--- src/rtl/t_trans_pipe.sv ---
// Quaternary transfer stage: per-digit transfer/residual of a+b, optional segment split, LAT-deep valid/ready pipe.
// Optional saturating transfer-digit counter (stat_cnt) enabled by T_TRANS_PIPE_STAT_EN.
module t_trans_pipe #(
    parameter int         P     = 32,
    parameter int         SEGW  = 8,
    parameter int         LAT   = 2,
    parameter logic [1:0] TFILL = 2'b00,
    localparam int        NSEG  = P / SEGW
) (
    input  logic              clk,
    input  logic              rst,
    input  logic              in_valid,
    output logic              in_ready,
    input  logic              in_split,
    input  logic [2*P-1:0]    a,
    input  logic [2*P-1:0]    b,
    output logic              out_valid,
    input  logic              out_ready,
    output logic [2*P+1:0]    t,
    output logic [2*P-1:0]    w,
    output logic [NSEG-1:0]   cout
`ifdef T_TRANS_PIPE_STAT_EN
    ,
    output logic [15:0]       stat_cnt
`endif
);

    typedef struct packed {
        logic [2*P+1:0]  t;
        logic [2*P-1:0]  w;
        logic [NSEG-1:0] cout;
    } res_t;

    logic [P-1:0]    tr;
    logic [2*P+1:0]  t_d;
    logic [2*P-1:0]  w_d;
    logic [NSEG-1:0] cout_d;
    res_t            res_d;

    // Digit sum is at most 6, so bit 2 of the 3-bit sum is exactly "sum >= 4".
    for (genvar i = 0; i < P; i++) begin : g_dig
        logic [2:0] sum;
        assign sum                = {1'b0, a[2*i +: 2]} + {1'b0, b[2*i +: 2]};
        assign tr[i]              = sum[2];
        assign w_d[2*i +: 2]      = sum[1:0];
    end

    for (genvar j = 0; j < NSEG; j++) begin : g_cout
        assign cout_d[j] = tr[j*SEGW + SEGW - 1];
    end

    always_comb begin
        t_d      = '0;
        t_d[1:0] = TFILL;
        for (int i = 0; i < P; i++) begin
            t_d[2*i + 2 +: 2] = {1'b0, tr[i]};
        end
        // Segment boundaries swallow the transfer from the segment below.
        if (in_split) begin
            for (int j = 1; j < NSEG; j++) begin
                t_d[2*j*SEGW +: 2] = TFILL;
            end
        end
    end

    assign res_d = {t_d, w_d, cout_d};

    logic [LAT-1:0] v_q;
    logic [LAT-1:0] ld;
    logic [LAT-1:0] v_in;
    res_t           dat_q [LAT];
    res_t           d_in  [LAT];

    // A stage may load if it or any stage above it is empty, or the sink drains.
    for (genvar k = 0; k < LAT; k++) begin : g_stg
        assign ld[k] = out_ready | ~(&v_q[LAT-1:k]);
        if (k == 0) begin : g_first
            assign v_in[k] = in_valid;
            assign d_in[k] = res_d;
        end else begin : g_next
            assign v_in[k] = v_q[k-1];
            assign d_in[k] = dat_q[k-1];
        end
    end

    always_ff @(posedge clk) begin
        if (rst) begin
            v_q <= '0;
            for (int k = 0; k < LAT; k++) begin
                dat_q[k] <= '0;
            end
        end else begin
            for (int k = 0; k < LAT; k++) begin
                if (ld[k]) begin
                    v_q[k] <= v_in[k];
                    if (v_in[k]) begin
                        dat_q[k] <= d_in[k];
                    end
                end
            end
        end
    end

    assign in_ready        = ld[0];
    assign out_valid       = v_q[LAT-1];
    assign {t, w, cout}    = dat_q[LAT-1];

`ifdef T_TRANS_PIPE_STAT_EN
    localparam int CW = $clog2(P + 1);

    logic [15:0]   stat_q;
    logic [15:0]   stat_d;
    logic [CW-1:0] ntr;
    logic [16:0]   stat_sum;

    always_comb begin
        ntr = '0;
        for (int i = 0; i < P; i++) begin
            ntr = ntr + CW'(tr[i]);
        end
        stat_sum = {1'b0, stat_q} + 17'(ntr);
        stat_d   = stat_sum[16] ? 16'hFFFF : stat_sum[15:0];
    end

    always_ff @(posedge clk) begin
        if (rst) begin
            stat_q <= '0;
        end else if (in_valid && in_ready) begin
            stat_q <= stat_d;
        end
    end

    assign stat_cnt = stat_q;
`endif

endmodule
--- config.mk ---
export PLATFORM = sky130hd
export DESIGN_NAME = t_trans_pipe
export DESIGN_NICKNAME = d
export VERILOG_FILES = /design/src/rtl/t_trans_pipe.sv
export SDC_FILE = /design/constraint.sdc
export NUM_CORES = 1
export LEC_CHECK = 0
export ABC_AREA = 1
export CORE_AREA = 3 3 142 144
export CTS_BUF_LIST = sky130_fd_sc_hd__clkbuf_4
export CTS_CLUSTER_DIAMETER = 100
export DETAILED_ROUTE_END_ITERATION = 16
export DIE_AREA = 0 0 145 147
export GPL_TIMING_DRIVEN = 0
export HOLD_SLACK_MARGIN = 0.02
export PLACE_DENSITY = 0.79
export SLEW_MARGIN = 15
export SYNTH_ARGS = -nofsm -noshare
export SYNTH_HDL_FRONTEND = slang
export SYNTH_SLANG_ARGS = --single-unit
--- constraint.sdc ---
create_clock -name clk -period 4.5 [get_ports clk]
set_input_delay 0.45 -clock clk [delete_from_list [all_inputs] [get_ports clk]]
set_output_delay 0.45 -clock clk [all_outputs]
set_load 0.03 [all_outputs]
==> results of run 1 <==
## sequential cells by signal (all words and copies together) (netlist names)
signal	cells
dat_q	198
v_q	2
## placed cells by master, fill, tap and decap left out, drive strengths merged
cell / instances
nor2: 198
clkbuf: 18
clkinv: 6
diode: 1
a21oi: 2
inv: 225
dfxtp: 2
clkdlybuf4s50: 234
nand2: 6
buf: 58
bufinv: 1
ha: 32
fa: 32
edfxtp: 198
nand3: 3
conb: 34
## cell families (layout without fill, tap and decap cells)
group / after synthesis / after routing / share of synthesized area [%]
simple gates: 207 / 207 / 8.67
fa+ha+maj: 64 / 64 / 11.5
other cells: 1 / 35 / 0.0414
compound gates: 2 / 2 / 0.111
flops: 200 / 200 / 66.1
buf+inv: 275 / 542 / 13.6
## through the flow
step                      instances  util, %  area, um2  hold WS, ns  worst slack [ns]
after floorplan                 782        -       9180        0.450              1.04
after global placement         1276     62.9      11900        0.464            -0.298
after detailed placement       1278     63.3      11900        0.489              2.02
after CTS                      1309     64.8      12200        0.435              2.23
after global routing           1310     64.8      12200        0.444              2.19
final                          1310     64.8      12200        0.491              2.30
## synth_stat cells
library cell / count
a21oi_1: 2
buf_2: 4
buf_4: 52
conb_1: 1
dfxtp_1: 2
edfxtp_1: 198
fa_1: 32
ha_1: 32
inv_1: 217
inv_2: 2
nand2_1: 6
nand3_1: 2
nand3_2: 1
nor2_1: 198
## power breakdown
group / leakage (nW) / switching [mW] / internal [mW]
logic: 3.06 / 0.460 / 0.343
clock network: 0.153 / 0.632 / 0.298
registers: 2.14 / 0.0405 / 2.23
total: 5.35 / 1.13 / 2.87
## worst register-to-register path, stage by stage (launching register included)
cell and delay, ns:
dfxtp_1 0.37, nand2_1 0.10, nand3_1 0.13, nand2_4 0.53
buf_16 0.34
## layout make-up
cell class	count	share of cell area (%)
repair buffers	236	19.7
flip-flops and latches	200	49.1
inverters	219	6.74
well taps	260	2.67
plain buffers	56	3.36
diodes	1	0.0205
multi-input cells	307	16.2
clock buffers	18	1.11
clock inverters	13	1.14
## worst paths after layout
path | slack (ns) | startpoint | to | cells after the start
max | 2.30 | dat_q[0][137]$_SDFFCE_PN0P_ | t[64] | 2
min | 0.49 | rst | v_q[0]$_SDFFE_PP0P_ | 2
max reg2reg | 2.66 | v_q[1]$_SDFFE_PP0N_ | dat_q[0][148]$_SDFFCE_PN0P_ | 4
min reg2reg | 0.51 | v_q[0]$_SDFFE_PP0P_ | v_q[1]$_SDFFE_PP0N_ | 2
## layer usage
metal  vias up  GRT usage [%]  share of wire, %
met2       166           32.8                54
met3        21           4.84               6.0
met1      2674           20.3                38
met5         -              0                 0
met4         0           5.94               1.8
li1       2768              -                 -
==> results.txt, run 1 <==
CP bufs+invs: 2
Synth area leader: edfxtp_1
Status: finished, final reports clean
Area Overhead vs Synth: 34.6%
Avg Cell Area, Syn: 12.1 um2
Max Slew Vio Count: 0
Nets: 1234
DP Wirelength: 13800 um
Crit start category: flip-flop
Filler cells: 1463
DIE WIDTH: 145 um
DIE AREA: 21300 um2
DRC Markers: 0
GRT overflow: 0
Layout cells sized above 1: 8.96%
Clock Skew: 0.0139 ns
Number of max-cap violations: 0
Area of the multi-input gates: 1980 um2
Largest net degree at the start of global routing: 59
Cells resized by post-CTS repair: 0
Power Total: 4.00 mW
I/O Buffers: 234
Worst-path cell chain: buf_4 -> clkdlybuf4s50_1
H-tree levels: 4
Std-Cell Rows: 50
Fmax: 454 MHz
Vias/cell: 4.30
Final setup fails: 0
Wirelength, routed: 18700 um
CP max-delay cell: clkdlybuf4s50_1
Synthesized instance count: 749
Clock buffer depth: 2
Worst-Margin Slew: 0.695 ns
Synth top area share: 65.6%
Crit path max-delay family: buffers and inverters
Leakage: 5.35 nW
Critical Path AT: 1.75 ns
Worst path max stage delay: 0.66 ns
First-pass GRT wire length: 29500 um
Seq. cell area: 5990 um2
RePlAce Congestion: 0.811
CP Capture Type: output pin
Final Critical Period: 2.20 ns
Post-CTS Hold Buffers: 0
Seq/Total Area, Yosys: 66.1%
Initial antenna violation count: 1
Clock sink count: 200
Root buffer cell: clkbuf_4
Core area: 18800 um2
Synth Cell Area: 9060 um2
Setup tns final: 0 ns
Number of global-route vias before repair: 5839
Final Hold Viols: 0
Synth unique cells: 14
Initial Util: 48.1%
Synthesis-stage register bit count: 200
Ys Warns: 0
Worst-Skew Late Latency: 0.56 ns
RSZ-0062 raised after global routing: no
Via count: 5629
Setup CP Type: reg -> out
Number of buffers created by CTS: 17
DR iter-0 viols: 292
Die Y: 147 um
Clock-pin slew on the worst setup and hold paths: 0.16 ns
Post-CTS setup repair buffer count: 0
Crit-path max FO: 2
Total GRT Usage: 17.9%
Pwr dens: 328 nW/um2
Routed len/inst: 14.3 um
WP data required: 4.05 ns
TritonCTS clock tree: built
Worst relative slew slack: 53.6%
Period utilization: 48.9%
ANT nets after route: 0
Peak supply drop: 0.000172 V
Io pins: 269
Worst min-delay path class: in -> reg
Pre-antenna DRT Iters: 4
Area contributors post-synth: edfxtp_1, inv_1, nor2_1
Power figures use the tool's default switching activity.
==> run 2, diff against run 1 <==
==> constraint.sdc (replaced) <==
create_clock -name clk -period 2.03 [get_ports clk]
set_input_delay 0.203 -clock clk [delete_from_list [all_inputs] [get_ports clk]]
set_output_delay 0.203 -clock clk [all_outputs]
set_load 0.03 [all_outputs]
==> run 2 against run 1 <==
  * Via count about the same
  * Register-to-register slack worse by 2.3 ns
  * Critical path depth unchanged
  * Design area down 0.50%
  * Die area unchanged
  * Worst setup slack worse by 2.2 ns
  * Cell count down 0.15%
  * Critical path type unchanged
  * Clock power up 110%
  * Total power up 120%
  * Sequential power up 120%
  * Critical endpoint is now in_ready
  * Non-clock buffer count down 2
  * Largest cell class unchanged
  * Routed wire length up 1.5%
==> results.txt, run 2 (synthesis results as in run 1) <==
Grt met2 use: 32.2%
Power Total: 8.73 mW
Clock sink count: 200
Fmax: 523 MHz
GR Layer Usage met3: 5.92%
Sw frac: 28.9%
Crit start category: flip-flop
Initial antenna violation count: 1
Post-CTS setup repair buffer count: 0
Status: finished, final reports clean
Reg power frac: 57.7%
Clock Skew: 0.0171 ns
DRC Markers: 0
Io pins: 269
TritonCTS clock tree: built
Most frequent cells in the layout: clkdlybuf4s50_1, inv_1, nor2_1, edfxtp_1, buf_4
Logic pwr share: 20.4%
Met1 Usage GRT: 20.5%
Clock share of power: 21.9%
Worst min-delay path class: in -> reg
Largest regs: dat_q x198, v_q x2
Via count: 5630
Final core occ: 64.4%
Critical Path AT: 1.71 ns
DP Wirelength: 13900 um
Pre-antenna DRT Iters: 5
Leakage: 5.31 nW
DP Area: 11900 um2
Post-CTS Hold Buffers: 0
Pre-CTS WS: -0.127 ns
Final Hold Viols: 0
Cells resized by post-CTS repair: 0
Psw: 2.52 mW
WP data required: 1.83 ns
First-pass GRT wire length: 29700 um
DIE WIDTH: 145 um
Largest Register: dat_q
Period utilization: 94.2%
Area Overhead vs Synth: 34.0%
GRT overflow: 0
Pwr dens: 719 nW/um2
DIE AREA: 21300 um2
Crit-path max FO: 4
Max Slew Vio Count: 0
Setup tns final: 0 ns
Clock-pin slew on the worst setup and hold paths: 0.15 ns
Core area: 18800 um2
RR Startpoint: v_q[1]$_SDFFE_PP0N_
R2R cell count: 7
DR iter-0 viols: 246
Most common cell after layout, fill and taps aside: clkdlybuf4s50_1
Final setup fails: 0
Clock buffer depth: 2
Worst-Margin Slew: 0.788 ns
Peak supply drop: 0.000437 V
Std-Cell Rows: 50
Worst setup margin: 0.117 ns
H-tree levels: 4
RePlAce Congestion: 0.759
RSZ-0062 raised after global routing: no
Number of max-cap violations: 0
Final Cell Area: 12100 um2
Worst R2R Setup Slack: 0.34 ns
Initial Util: 48.1%
Most Crowded Layer GR: met2
CP endpoint: in_ready
Setup CP Type: reg -> out
Layout cells sized above 1: 8.69%
Internal power: 6.21 mW
Crit path launch: v_q[1]$_SDFFE_PP0N_
Root buffer cell: clkbuf_4
Reg-to-reg endpoint: dat_q[0][130]$_SDFFCE_PN0P_
ANT nets after route: 0
Worst-Skew Late Latency: 0.56 ns
Routed len/inst: 14.5 um
Number of global-route vias before repair: 5732
Final Critical Period: 1.91 ns
Largest net degree at the start of global routing: 100
Number of buffers created by CTS: 17
CP Capture Type: output pin
I/O Buffers: 234
Die Y: 147 um
Vias/cell: 4.30
Worst relative slew slack: 47.4%
Total GRT Usage: 17.9%
Max reg flops: 198
Nets: 1232
Wirelength, routed: 19000 um
run 2: how the worst min path moves through the flow:
| stage | startpoint | endpoint | slack, ns | depth (start not counted) |
|---|---|---|---|---|
| 2_1_floorplan | rst | v_q[0]$_SDFFE_PP0P_ | 0.27 | 1 |
| 3_3_place_gp | v_q[0]$_SDFFE_PP0P_ | v_q[1]$_SDFFE_PP0N_ | 0.46 | 2 |
| 6_report | rst | v_q[0]$_SDFFE_PP0P_ | 0.23 | 2 |
| 3_5_place_dp | v_q[0]$_SDFFE_PP0P_ | v_q[1]$_SDFFE_PP0N_ | 0.47 | 2 |
| 5_1_grt | rst | v_q[0]$_SDFFE_PP0P_ | 0.20 | 2 |
| 4_1_cts | rst | v_q[0]$_SDFFE_PP0P_ | 0.19 | 2 |
run 2: per-stage QoR:
| stage | std cells | hold WS (ns) |
|---|---|---|
| after floorplan | 782 | 0.272 |
| after global placement | 1276 | 0.461 |
| after detailed placement | 1276 | 0.473 |
| after CTS | 1307 | 0.185 |
| after global routing | 1308 | 0.198 |
| final | 1308 | 0.234 |
run 2: layout make-up:
class | count | area [um2]
plain buffers | 56 | 410
diodes | 1 | 2.50
clock buffers | 17 | 128
fillers | 1445 | 6700
flip-flops and latches | 200 | 5990
inverters | 219 | 822
multi-input cells | 307 | 2000
repair buffers | 234 | 2340
well taps | 260 | 325
clock inverters | 14 | 120
run 2: critical path: stages, from the launching register on:
cell	delay, ns
dfxtp_1	0.36
nand3_2	0.11
clkdlybuf4s50_1	0.68
run 2: routing by layer:
layer,part of all wire (%),vias up
met5,0,-
met4,2.1,0
met3,6.5,22
met2,53,168
met1,38,2666
li1,-,2774
run 2: power by group through the flow:
stage,Combinational (mW),Clock [mW],Sequential (mW)
floorplan,0.659,0,5.44
global placement,1.75,0,5.12
detailed placement,1.79,0,5.14
CTS,1.80,1.97,5.04
global route,1.94,2.12,5.07
finish,1.78,1.92,5.04
==> run 3, diff against run 2 <==
--- a/config.mk
+++ b/config.mk
@@ -6,15 +6,15 @@
 export NUM_CORES = 1
 export LEC_CHECK = 0
 export ABC_AREA = 1
-export CORE_AREA = 3 3 142 144
+export CORE_AREA = 3 3 148 150
 export CTS_BUF_LIST = sky130_fd_sc_hd__clkbuf_4
 export CTS_CLUSTER_DIAMETER = 100
 export DETAILED_ROUTE_END_ITERATION = 16
-export DIE_AREA = 0 0 145 147
+export DIE_AREA = 0 0 151 153
 export GPL_TIMING_DRIVEN = 0
 export HOLD_SLACK_MARGIN = 0.02
-export PLACE_DENSITY = 0.79
-export SLEW_MARGIN = 15
+export PLACE_DENSITY = 0.76
+export SLEW_MARGIN = 20
 export SYNTH_ARGS = -nofsm -noshare
 export SYNTH_HDL_FRONTEND = slang
 export SYNTH_SLANG_ARGS = --single-unit
==> constraint.sdc (replaced) <==
create_clock -name clk -period 1.6 [get_ports clk]
set_input_delay 0.16 -clock clk [delete_from_list [all_inputs] [get_ports clk]]
set_output_delay 0.16 -clock clk [all_outputs]
set_load 0.03 [all_outputs]
==> run 3 against run 2 <==
  * Die area increased by 8.4%
  * Register-to-register slack got worse by 0.25 ns
  * Clock skew increased by 0.0012 ns
  * Utilization shrank 7.0 points
  * Global-route usage shrank 1.0 points
  * Routed wire length up 0.22%
  * Worst setup slack got worse by 0.028 ns
  * Non-clock buffer count unchanged
  * Largest cell class unchanged
  * Largest power group unchanged
==> results.txt, run 3 (synthesis results as in run 1) <==
Status: finished, final reports clean
Hold_sp: rst
Most common cell after layout, fill and taps aside: inv_1
Setup CP Type: reg -> reg
RePlAce Congestion: 0.774
Crit-path max FO: 10
Leakage: 5.47 nW
Final Hold Viols: 0
Worst R2R Setup Slack: 0.09 ns
Via count: 5588
GRT overflow: 0
Critical Path AT: 1.84 ns
Routed len/inst: 14.4 um
R2R cell count: 7
I/O Buffers: 234
Max Slew Vio Count: 0
Peak supply drop: 0.000591 V
Worst min-delay path class: in -> reg
Layout cells sized above 1: 13.5%
Core area: 20800 um2
DIE AREA: 23100 um2
Largest net degree at the start of global routing: 51
Final Critical Period: 1.51 ns
WP data required: 1.92 ns
Number of max-cap violations: 0
CP Capture Type: flip-flop
Filler cells: 1778
Hold path depth: 2
Wirelength, routed: 19100 um
Hold path endpoint: v_q[1]$_SDFFE_PP0N_
Non-filler cells, final: 1324
Placed cell count: 1291
Post-CTS Hold Buffers: 0
Std-Cell Rows: 53
Fmax: 662 MHz
Final setup fails: 0
DP Wirelength: 13400 um
Clock sink count: 200
Pwr dens: 914 nW/um2
Clock Skew: 0.0183 ns
Final Cell Area: 12000 um2
Nets: 1234
Pre-CTS WS: -0.533 ns
Io pins: 269
Clock-pin slew on the worst setup and hold paths: 0.16 ns
Period utilization: 94.5%
Pre-antenna DRT Iters: 5
Crit start category: flip-flop
Vias/cell: 4.22
Initial Util: 43.5%
Worst setup margin: 0.0887 ns
H-tree levels: 4
RR Startpoint: v_q[1]$_SDFFE_PP0N_
Power Total: 10.9 mW
ANT nets after route: 0
DR iter-0 viols: 249
Reg-to-reg endpoint: dat_q[0][13]$_SDFFCE_PN0P_
RSZ-0062 raised after global routing: no
Clock buffer depth: 2
Area Overhead vs Synth: 32.1%
Total GRT Usage: 16.8%
DIE WIDTH: 151 um
Max reg flops: 198
Largest regs: dat_q x198, v_q x2
Root buffer cell: clkbuf_4
Final core occ: 57.5%
Number of buffers created by CTS: 17
Die Y: 153 um
Worst-Skew Late Latency: 0.56 ns
Initial antenna violation count: 1
TritonCTS clock tree: built
Most frequent cells in the layout: inv_1, nor2_1, edfxtp_1
First-pass GRT wire length: 29300 um
Largest Register: dat_q
Number of global-route vias before repair: 5472
DP Area: 11900 um2
DRC Markers: 0
## run 3: cell count changes in the layout (fill, tap and decap cells not counted), sizes merged
cell / delta
clkdlybuf4s50: -101
clkbuf: +41
dlygate4sd2: +40
clkdlybuf4s15: +18
buf: +3
clkinvlp: -3
inv: +2
nand2: +2
dlymetal6s2s: -1
## run 3: worst max-delay path: stages, from the launching register on
cell	delay (ns)
dfxtp_2	0.38
nand2_1	0.12
nand3_4	0.10
nand2_1	0.12
inv_4	0.12
buf_6	0.17
buf_4	0.20
nor2_1	0.05
## run 3: final cells by class
cell class                 count  area (um2)  share of cell area [%]
antenna                        1        2.50                  0.0209
buffer                        55         429                    3.59
clock buffer                  17         128                    1.07
clock inverter                13         113                   0.941
inverter                     219         825                    6.89
multi-input combinational    309        2050                    17.1
sequential                   200        5990                    50.1
tap                          275         344                    2.88
timing repair buffer         235        2080                    17.4
## run 3: where the power goes
group	internal, mW	total [mW]	switching [mW]
Sequential	6.27	6.38	0.109
Clock	0.651	2.43	1.78
Combinational	0.819	2.13	1.31
## run 3: layer usage
layer / GRT usage, % / share of wire [%] / vias to the layer above / wire [um]
met1: 20.9 / 41 / 2627 / 7740
met5: 0 / 0 / - / 0
met4: 5.14 / 1.8 / 0 / 340
met3: 5.10 / 6.6 / 24 / 1260
li1: - / - / 2771 / -
met2: 28.3 / 51 / 166 / 9720
## run 3: how the worst max path moves through the flow
stage	slack, ns	end	from
finish	0.09	dat_q[0][13]$_SDFFCE_PN0P_	v_q[1]$_SDFFE_PP0N_
CTS	0.002	t[38]	dat_q[0][240]$_SDFFCE_PN0P_
floorplan	0.03	dat_q[0][0]$_SDFFCE_PN0P_	v_q[1]$_SDFFE_PP0N_
detailed placement	-0.53	dat_q[0][164]$_SDFFCE_PN0P_	rst
global placement	-0.51	dat_q[0][222]$_SDFFCE_PN0P_	rst
global route	0.0002	w[53]	dat_q[0][191]$_SDFFCE_PN0P_
## run 3: through the flow
stage / setup TNS, ns / hold WS (ns)
after global placement: -155.96 / 0.455
after CTS: 0 / 0.119
after floorplan: 0 / 0.222
final: 0 / 0.194
after detailed placement: -166.50 / 0.467
after global routing: 0 / 0.148
## run 3: repair_timing
action                     4_1_cts  5_1_grt
pin swaps                        2        0
setup buffers                    1        0
gates resized for setup        131       96
setup endpoints to repair      373       61
gates cloned                     2        0
hold endpoints to repair         0        0
